$ cat config.mk
export PLATFORM = sky130hd
export DESIGN_NAME = alu_issue_flat
export DESIGN_NICKNAME = d
export VERILOG_FILES = /design/src/rtl/alu_pkg.sv /design/src/rtl/alu_issue_if.sv /design/src/rtl/alu_cmd_fifo.sv /design/src/rtl/alu_issue.sv /design/src/flat_wrapper.sv
export SDC_FILE = /design/constraint.sdc
export NUM_CORES = 1
export LEC_CHECK = 0
export ABC_AREA = 1
export BUFFER_PORTS_ARGS = -buffer_cell sky130_fd_sc_hd__buf_2
export CAP_MARGIN = 20
export CORE_UTILIZATION = 45
export CTS_CLUSTER_SIZE = 12
export DETAILED_ROUTE_END_ITERATION = 6
export HOLD_SLACK_MARGIN = 0.08
export PLACE_DENSITY = 0.66
export SKIP_LAST_GASP = 1
export SLEW_MARGIN = 20
export SYNTH_ARGS = -nofsm -noshare
export SYNTH_HDL_FRONTEND = slang
export SYNTH_HIERARCHICAL = 1
export SYNTH_SLANG_ARGS = --single-unit
$ cat constraint.sdc
create_clock -name clk -period 3 [get_ports clk]
set_input_delay 0.6 -clock clk [delete_from_list [all_inputs] [get_ports clk]]
set_output_delay 0.6 -clock clk [all_outputs]
set_load 0.05 [all_outputs]
$ cat src/rtl/alu_pkg.sv
// Shared opcode and output-select definitions for the ALU issue stage and datapath.
package alu_pkg;

    localparam int WIDTH_DEF = 8;

    typedef enum logic [2:0] {
        OP_ADD     = 3'b000,
        OP_SUB     = 3'b001,
        OP_SRA     = 3'b010,
        OP_SRL     = 3'b011,
        OP_SLL     = 3'b100,
        OP_AND     = 3'b101,
        OP_OR      = 3'b110,
        OP_ILLEGAL = 3'b111
    } alu_op_e;

    typedef enum logic [1:0] {
        OSEL_ADDER = 2'b00,
        OSEL_SHIFT = 2'b01,
        OSEL_LOGIC = 2'b10
    } osel_e;

    function automatic logic is_illegal(input logic [2:0] op);
        return op == OP_ILLEGAL;
    endfunction

endpackage

$ cat src/rtl/alu_issue_if.sv
// Command-in and result-out handshakes of the ALU issue stage.
interface alu_issue_if
    import alu_pkg::*;
#(
    parameter int WIDTH = WIDTH_DEF
);
    logic             in_valid;
    logic             in_ready;
    logic [2:0]       in_op;
    logic [WIDTH-1:0] in_a;
    logic [WIDTH-1:0] in_b;
    logic             out_valid;
    logic             out_ready;
    logic [WIDTH-1:0] out_result;
    logic [2:0]       out_op;
    logic             out_err;

    modport master (
        output in_valid, in_op, in_a, in_b, out_ready,
        input  in_ready, out_valid, out_result, out_op, out_err
    );

    modport slave (
        input  in_valid, in_op, in_a, in_b, out_ready,
        output in_ready, out_valid, out_result, out_op, out_err
    );
endinterface

$ cat src/rtl/alu_cmd_fifo.sv
// Generic synchronous FIFO; occupancy counter alone decides full/empty.
module alu_cmd_fifo #(
    parameter int W     = 19,
    parameter int DEPTH = 4
) (
    input  logic                   clk,
    input  logic                   reset,
    input  logic                   push,
    input  logic                   pop,
    input  logic [W-1:0]           din,
    output logic                   full,
    output logic                   empty,
    output logic [$clog2(DEPTH):0] count,
    output logic [W-1:0]           head
);
    localparam int AW = $clog2(DEPTH);
    localparam int CW = AW + 1;

    logic [W-1:0]  mem [DEPTH];
    logic [AW-1:0] rd_ptr, wr_ptr;
    logic          push_ok, pop_ok;

    assign full    = (count == CW'(DEPTH));
    assign empty   = (count == '0);
    assign push_ok = push & ~full;
    assign pop_ok  = pop & ~empty;
    // Zero head when empty so the ALU never sees stale or X operands.
    assign head    = empty ? '0 : mem[rd_ptr];

    always_ff @(posedge clk) begin
        if (push_ok) mem[wr_ptr] <= din;
    end

    always_ff @(posedge clk) begin
        if (reset) begin
            rd_ptr <= '0;
            wr_ptr <= '0;
            count  <= '0;
        end else begin
            if (push_ok) wr_ptr <= wr_ptr + AW'(1);
            if (pop_ok)  rd_ptr <= rd_ptr + AW'(1);
            count <= count + CW'(push_ok) - CW'(pop_ok);
        end
    end
endmodule

$ cat src/rtl/alu_issue.sv
// ALU issue stage: buffers commands, feeds the head to the external ALU and
// registers its result in a single output slot.
module alu_issue
    import alu_pkg::*;
#(
    parameter int WIDTH = WIDTH_DEF,
    parameter int DEPTH = 4
) (
    input  logic                   clk,
    input  logic                   reset,
    alu_issue_if.slave             io,
    output logic [2:0]             op,
    output logic [WIDTH-1:0]       a,
    output logic [WIDTH-1:0]       b,
    input  logic [WIDTH-1:0]       alu_result,
    output logic [$clog2(DEPTH):0] count
);
    localparam int FW = 3 + 2 * WIDTH;

    logic             full, empty, push, pop;
    logic [FW-1:0]    head;
    logic             out_valid_q, out_err_q;
    logic [WIDTH-1:0] out_result_q;
    logic [2:0]       out_op_q;

    // in_ready depends on occupancy only, never on out_ready.
    assign io.in_ready = ~full;
    assign push        = io.in_valid & ~full;
    assign pop         = ~empty & (~out_valid_q | io.out_ready);
    assign {op, a, b}  = head;

    alu_cmd_fifo #(.W(FW), .DEPTH(DEPTH)) u_fifo (
        .clk   (clk),
        .reset (reset),
        .push  (push),
        .pop   (pop),
        .din   ({io.in_op, io.in_a, io.in_b}),
        .full  (full),
        .empty (empty),
        .count (count),
        .head  (head)
    );

    always_ff @(posedge clk) begin
        if (reset) begin
            out_valid_q  <= 1'b0;
            out_result_q <= '0;
            out_op_q     <= 3'b000;
            out_err_q    <= 1'b0;
        end else if (pop) begin
            out_valid_q  <= 1'b1;
            out_op_q     <= op;
            out_err_q    <= is_illegal(op);
            out_result_q <= is_illegal(op) ? '0 : alu_result;
        end else if (out_valid_q && io.out_ready) begin
            out_valid_q  <= 1'b0;
        end
    end

    assign io.out_valid  = out_valid_q;
    assign io.out_result = out_result_q;
    assign io.out_op     = out_op_q;
    assign io.out_err    = out_err_q;
endmodule
$ cat src/flat_wrapper.sv
// flat-port wrapper written by rule: the top's interface ports become plain ports
module alu_issue_flat import alu_pkg::*;
#(
    parameter int WIDTH = WIDTH_DEF,
    parameter int DEPTH = 4
)
  (clk, reset, op, a, b, alu_result, count, io_in_valid, io_in_op, io_in_a, io_in_b, io_out_ready, io_in_ready, io_out_valid, io_out_result, io_out_op, io_out_err);
  alu_issue_if #(.WIDTH(WIDTH)) io_i ();
  input  logic clk;
  input  logic reset;
  output logic [2:0] op;
  output logic [WIDTH-1:0] a;
  output logic [WIDTH-1:0] b;
  input  logic [WIDTH-1:0] alu_result;
  output logic [$clog2(DEPTH):0] count;
  input wire logic [$bits(io_i.in_valid)-1:0] io_in_valid;
  input wire logic [$bits(io_i.in_op)-1:0] io_in_op;
  input wire logic [$bits(io_i.in_a)-1:0] io_in_a;
  input wire logic [$bits(io_i.in_b)-1:0] io_in_b;
  input wire logic [$bits(io_i.out_ready)-1:0] io_out_ready;
  output wire logic [$bits(io_i.in_ready)-1:0] io_in_ready;
  output wire logic [$bits(io_i.out_valid)-1:0] io_out_valid;
  output wire logic [$bits(io_i.out_result)-1:0] io_out_result;
  output wire logic [$bits(io_i.out_op)-1:0] io_out_op;
  output wire logic [$bits(io_i.out_err)-1:0] io_out_err;
  assign io_i.in_valid = io_in_valid;
  assign io_i.in_op = io_in_op;
  assign io_i.in_a = io_in_a;
  assign io_i.in_b = io_in_b;
  assign io_i.out_ready = io_out_ready;
  assign io_in_ready = io_i.in_ready;
  assign io_out_valid = io_i.out_valid;
  assign io_out_result = io_i.out_result;
  assign io_out_op = io_i.out_op;
  assign io_out_err = io_i.out_err;
  alu_issue #(.WIDTH(WIDTH), .DEPTH(DEPTH)) u_core (.clk(clk), .reset(reset), .io(io_i), .op(op), .a(a), .b(b), .alu_result(alu_result), .count(count));
endmodule
==> results of run 1 <==
==> power by group through the flow <==
stage	sequential, uW	combinational (uW)	clock, uW
finish	1830	2380	802
CTS	1830	2410	822
global placement	1850	2370	0
detailed placement	1860	2400	0
global route	1850	2600	874
floorplan	2090	1660	0
==> state kept, by name, summed over array words and instances (netlist names), named ones only <==
name,count
u_core/u_fifo/wr_ptr,2
u_core/io.out_valid,1
u_core/io.out_err,1
u_core/io.out_result,8
u_core/u_fifo/rd_ptr,2
u_core/io.out_op,3
u_core/u_fifo/count,3
u_core/u_fifo/mem,76
==> layout by cell type (no fill, tap or decap), drive strengths merged <==
master    count
buf          73
ha            6
clkinvlp      2
bufinv        1
clkinv        3
fa            1
edfxtp       76
a21oi        33
nand3        43
nand2       100
inv         110
nor2         47
dfxtp        22
o21ai         3
clkbuf        9
==> path summary, 6_finish.rpt <==
check	from	end	slack, ns	cells past startpoint
worst max register to register	u_core/u_fifo/count[1]	u_core/u_fifo/count[1]	0.57	11
worst min register to register	u_core/u_fifo/rd_ptr[0]	u_core/u_fifo/rd_ptr[0]	0.49	2
worst min-delay path	io_in_a[1]	u_core/u_fifo/mem[1][9]	0.46	1
worst max-delay path	u_core/u_fifo/count[1]	op[2]	0.50	6
==> final cells by class <==
| type | instances | area share [%] |
|---|---|---|
| flip-flops and latches | 98 | 55.14 |
| multi-input cells | 233 | 21.77 |
| inverters | 110 | 8.363 |
| repair buffers | 73 | 7.755 |
| well taps | 129 | 3.269 |
| clock buffers | 9 | 2.509 |
| clock inverters | 6 | 1.191 |
==> cells by family after synthesis <==
| kind of cell | synth area share [%] |
|---|---|
| buffers and inverters | 12.01 |
| and+or+nand+nor | 18.34 |
| DFF | 63.26 |
| AOI/OAI and AO/OA | 4.186 |
| adders and majority gates | 2.209 |
==> metrics by stage <==
step                      total power, uW  worst slack [ns]
after floorplan                      3757            0.2724
after global placement               4220            0.6004
after detailed placement             4263            0.5482
after CTS                            5061            0.4657
after global routing                 5326            0.3098
final                                5008            0.5031
==> routing by layer <==
metal | GRT usage, % | wire, um | vias up | share of wire (%)
li1 | - | - | 1547 | -
met1 | 21.96 | 3599 | 1404 | 44
met2 | 29.60 | 4067 | 61 | 50
met3 | 2.159 | 369 | 9 | 4.5
met4 | 7.466 | 95 | 0 | 1.2
met5 | 0 | 0 | - | 0
==> impl_metrics.ini, run 1 <==
[status]
status = finished clean

[sta]
fin_tns_setup_ns = 0
whs_ns = 0.4576
worstMarginPinSlew_ns = 0.6446
rsz0062_at_grt = no
max_freq_mhz = 400.5
setup_violations = 0
slew_headroom_pct = 56.96
finalClockSkew_ns = 0.008070
fin_crit_ns = 2.497
period_share_pct = 83.23
final-hold-violation-count = 0
slew_viol_final = 0

[critical_path]
path_buf_inv = 3
critPathRequiredTime_ns = 2.40
critPathLaunchType = flop
cp.arrival_ns = 1.90
path_delay_family = buffers and inverters
crit_slowest_cell = dfxtp_1
slowest_delay_ns = 0.39
crit_type = reg -> out
path_cells = nor2_1 > nand2_1 > inv_2 > buf_4 > a21oi_1 > buf_2
crit_fanout = 21
cp-end-kind = output pin

[cells_and_area]
instances_no_fill = 658
fin_area_sq_um = 4937
antenna_cells = 0
layout-drive-gt1-share_pct = 24.76
nFillCells = 855
area_growth_syn_to_layout_pct = 14.71
seq_area_sq_um = 2723
nets = 563
multi_input_area_sq_um = 1075
final_core_util_pct = 53.43

[floorplanning]
die_h_um = 99.80
num_rows = 35
die_area_sq_um = 9960
start_util_pct = 46.58
boundaryPins = 67
die_w_um = 99.80
core-area_sq_um = 9240

[logic_synthesis]
synth.ff_latch_count = 98
async_flop_share_pct = 0
synth_top_cell_area_share_pct = 53.02
synth_most_common_cell = nand2_1
ys_seq_area_share_pct = 63.26
synth_top_area_cell = edfxtp_1
synth.avg_cell_area_sq_um = 9.439
syn_inst = 456
synth_common_cells = nand2_1 (98), edfxtp_1 (76), inv_1 (74)
synth-edff-count = 76
yosys_most_used_dff = edfxtp_1
syn_nets = 494
yosysWarnings = 6
syn_area_sq_um = 4304
synth_area_leaders = edfxtp_1 (53%), dfxtp_1 (10%), nand2_1 (8.5%), inv_1 (6.5%), nand3_1 (4.9%)
netlist-cell-type-count = 18

[flow_run]
max-cap-violations = 0

[placed_design]
numPortBuffers = 66
place_congestion = 0.8293
place_inst = 643
dpl-instance-area_sq_um = 4755
dp_hpwl_mm = 5.109

[routing]
routedWlPerCell_um = 12.36
drt_iter0_markers = 159
drcViolationCount = 0
wirelength_mm = 8.132
viasPerCell = 4.591
firstDrtPassIters = 4
ant_nets = 0
num_vias = 3021

[pwr]
swShare_pct = 46.99
peakVddDrop_v = 0.0004030
p_sw_uw = 2353
powerDensity_nw_per_um2 = 1014
pwr-share-clk_pct = 16.0
leakage_uw = 0.002302
intPower_uw = 2655
p_seq_share_pct = 36.5
pwr-share-comb_pct = 47.5

[global_routing]
grt_pass1_vias = 2831
grt_max_degree = 39
overflow = 0
grt_pass1_wl_mm = 13.05
antenna_found_initial = 0
track_usage_pct = 17.22

[clocking]
insertion_delay_ns = 0.35
numCtsBuffers = 9
postCtsSetupRepairBufs = 0
cts_tree = yes
holdBufCountCts = 0
htree_levels = 3
clk_path_buf_depth = 2
cts-resized-gates = 0
clock-sinks = 98
path_clk_slew_ns = 0.10
clockRootBuffer = clkbuf_8

[min_path]
hp-class = in -> reg
Note: power is estimated with default switching activity, not from simulation.
==> inputs of run 2 (changes only) <==
- PLACE_DENSITY: 0.66 -> 0.68
- clock period: 3 -> 2 ns (I/O delays scaled with it)
==> impl_metrics.ini, run 2 (synthesis results as in run 1) <==
[min_path]
hp-class = in -> reg

[routing]
num_vias = 3156
wirelength_mm = 8.856
viasPerCell = 4.669
firstDrtPassIters = 4
ant_nets = 0
routedWlPerCell_um = 13.10
drcViolationCount = 0
drt_iter0_markers = 140

[pwr]
intPower_uw = 4426
peakVddDrop_v = 0.0005698
p_sw_uw = 3864
powerDensity_nw_per_um2 = 1562
pwr-share-clk_pct = 13.7
swShare_pct = 46.61
p_seq_share_pct = 33.4
power_uw = 8290
leakage_uw = 0.002422
pwr-share-comb_pct = 52.8

[status]
violations = negative setup slack
status = finished, violations left

[global_routing]
grt_max_degree = 39
grt_pass1_wl_mm = 13.88
track_usage_pct = 18.32
gr-usage-met2_pct = 32.84
grt_busiest_layer = met2
antenna_found_initial = 0
grt_pass1_vias = 3066
overflow = 0
use_met1_pct = 21.19
use_met3_pct = 3.621

[clocking]
clk_path_buf_depth = 2
clockRootBuffer = clkbuf_8
path_clk_slew_ns = 0.09
htree_levels = 3
clock-sinks = 98
cts_tree = yes
numCtsBuffers = 9
insertion_delay_ns = 0.35

[critical_path]
cp-end-kind = flop
crit_type = reg -> reg
crit_fanout = 4
cp.arrival_ns = 2.35
critPathLaunchType = flop
critPathRequiredTime_ns = 2.29

[sta]
rsz0062_at_grt = yes
period_share_pct = 103.0
fin_tns_setup_ns = -0.05923
slew_viol_final = 0
worstMarginPinSlew_ns = 0.2587
max_freq_mhz = 485.6
post-route-worst-setup-slack_ns = -0.05923
final-hold-violation-count = 0
finalClockSkew_ns = 0.01046
slew_headroom_pct = 82.75
setup_violations = 1
whs_ns = 0.2523
fin_crit_ns = 2.059

[placed_design]
dp_hpwl_mm = 5.773
numPortBuffers = 66
place_congestion = 0.7749

[floorplanning]
die_w_um = 99.80
num_rows = 35
die_h_um = 99.80
start_util_pct = 46.58
die_area_sq_um = 9960
core-area_sq_um = 9240
boundaryPins = 67

[cells_and_area]
largest_reg_flops = 76
nets = 580
final_common_cell = nand2_1
seq_area_sq_um = 2738
layout-drive-gt1-share_pct = 31.44
regMostFlops = u_core/u_fifo/mem
nFillCells = 799
antenna_cells = 0
multi_input_area_sq_um = 1155
area_growth_syn_to_layout_pct = 23.28
layout_common_cells = nand2_1 (97), edfxtp_1 (76), inv_1 (71), buf_2 (51), nand3_1 (41)

[flow_run]
max-cap-violations = 0
==> run 2: cell types whose count changed in the layout (fill, tap and decap cells not counted), sizes merged <==
cell,change
clkbuf,+1
bufinv,-1
inv,+2
clkinv,+1
clkinvlp,-1
buf,+16
==> run 2: layer usage <==
layer	up-vias	routed length, um
met5	-	0
met4	0	87
met3	7	431
met2	76	4663
met1	1487	3673
li1	1586	-
==> run 2: worst paths after layout <==
check,to,cells past startpoint,slack (ns),from
worst max-delay path,u_core/u_fifo/count[1],14,-0.06,u_core/u_fifo/count[0]
worst max register to register,u_core/u_fifo/count[1],14,-0.06,u_core/u_fifo/count[0]
worst min register to register,u_core/io.out_err,2,0.49,u_core/io.out_err
worst min-delay path,u_core/u_fifo/mem[1][5],1,0.25,io_in_b[5]
==> run 2: area by class of cell <==
cell class | instances | area share, %
timing repair buffer | 90 | 12.10
clock buffer | 9 | 2.334
tap | 129 | 3.042
inverter | 110 | 8.206
clock inverter | 7 | 0.9668
sequential | 98 | 51.59
multi-input combinational | 233 | 21.76
==> run 2: metrics by stage <==
stage	cell area, sq um	util, %	setup WS, ns	instances
2_1_floorplan	4370	-	-0.2631	456
3_3_place_gp	4955	53.62	0.02667	654
3_5_place_dp	4955	53.62	-0.08746	654
4_1_cts	5190	56.17	-0.05330	673
5_1_grt	5306	57.43	-0.1469	676
6_report	5306	57.43	-0.05923	676
==> run 2: critical path: stages, from the launching register on <==
cell and delay [ns]:
dfxtp_4 0.36, nor2_4 0.11, nand2_2 0.08, inv_4 0.09, inv_8 0.03, nand2_4 0.07, inv_4 0.04, inv_2 0.04
nor2_2 0.03, ha_1 0.26, inv_1 0.05, ha_2 0.18, fa_2 0.54, inv_2 0.04, nor2_2 0.08
==> run 2: what timing repair did <==
item / 4_1_cts / 5_1_grt
setup endpoints to repair: 20 / 18
resized for setup: 16 / 31
hold buffers: 0 / 0
endpoints found under the hold margin: 0 / 0
buffers inserted: 3 / 3
cloned: 0 / 0
pin swaps: 1 / 3
==> run 2: power by group through the flow <==
stage	Clock, uW	Sequential [uW]	Combinational, uW
final	1140	2770	4380
after floorplan	0	3160	2610
after detailed placement	0	2800	3980
after global routing	1250	2810	4690
after CTS	1170	2760	4140
after global placement	0	2790	3860
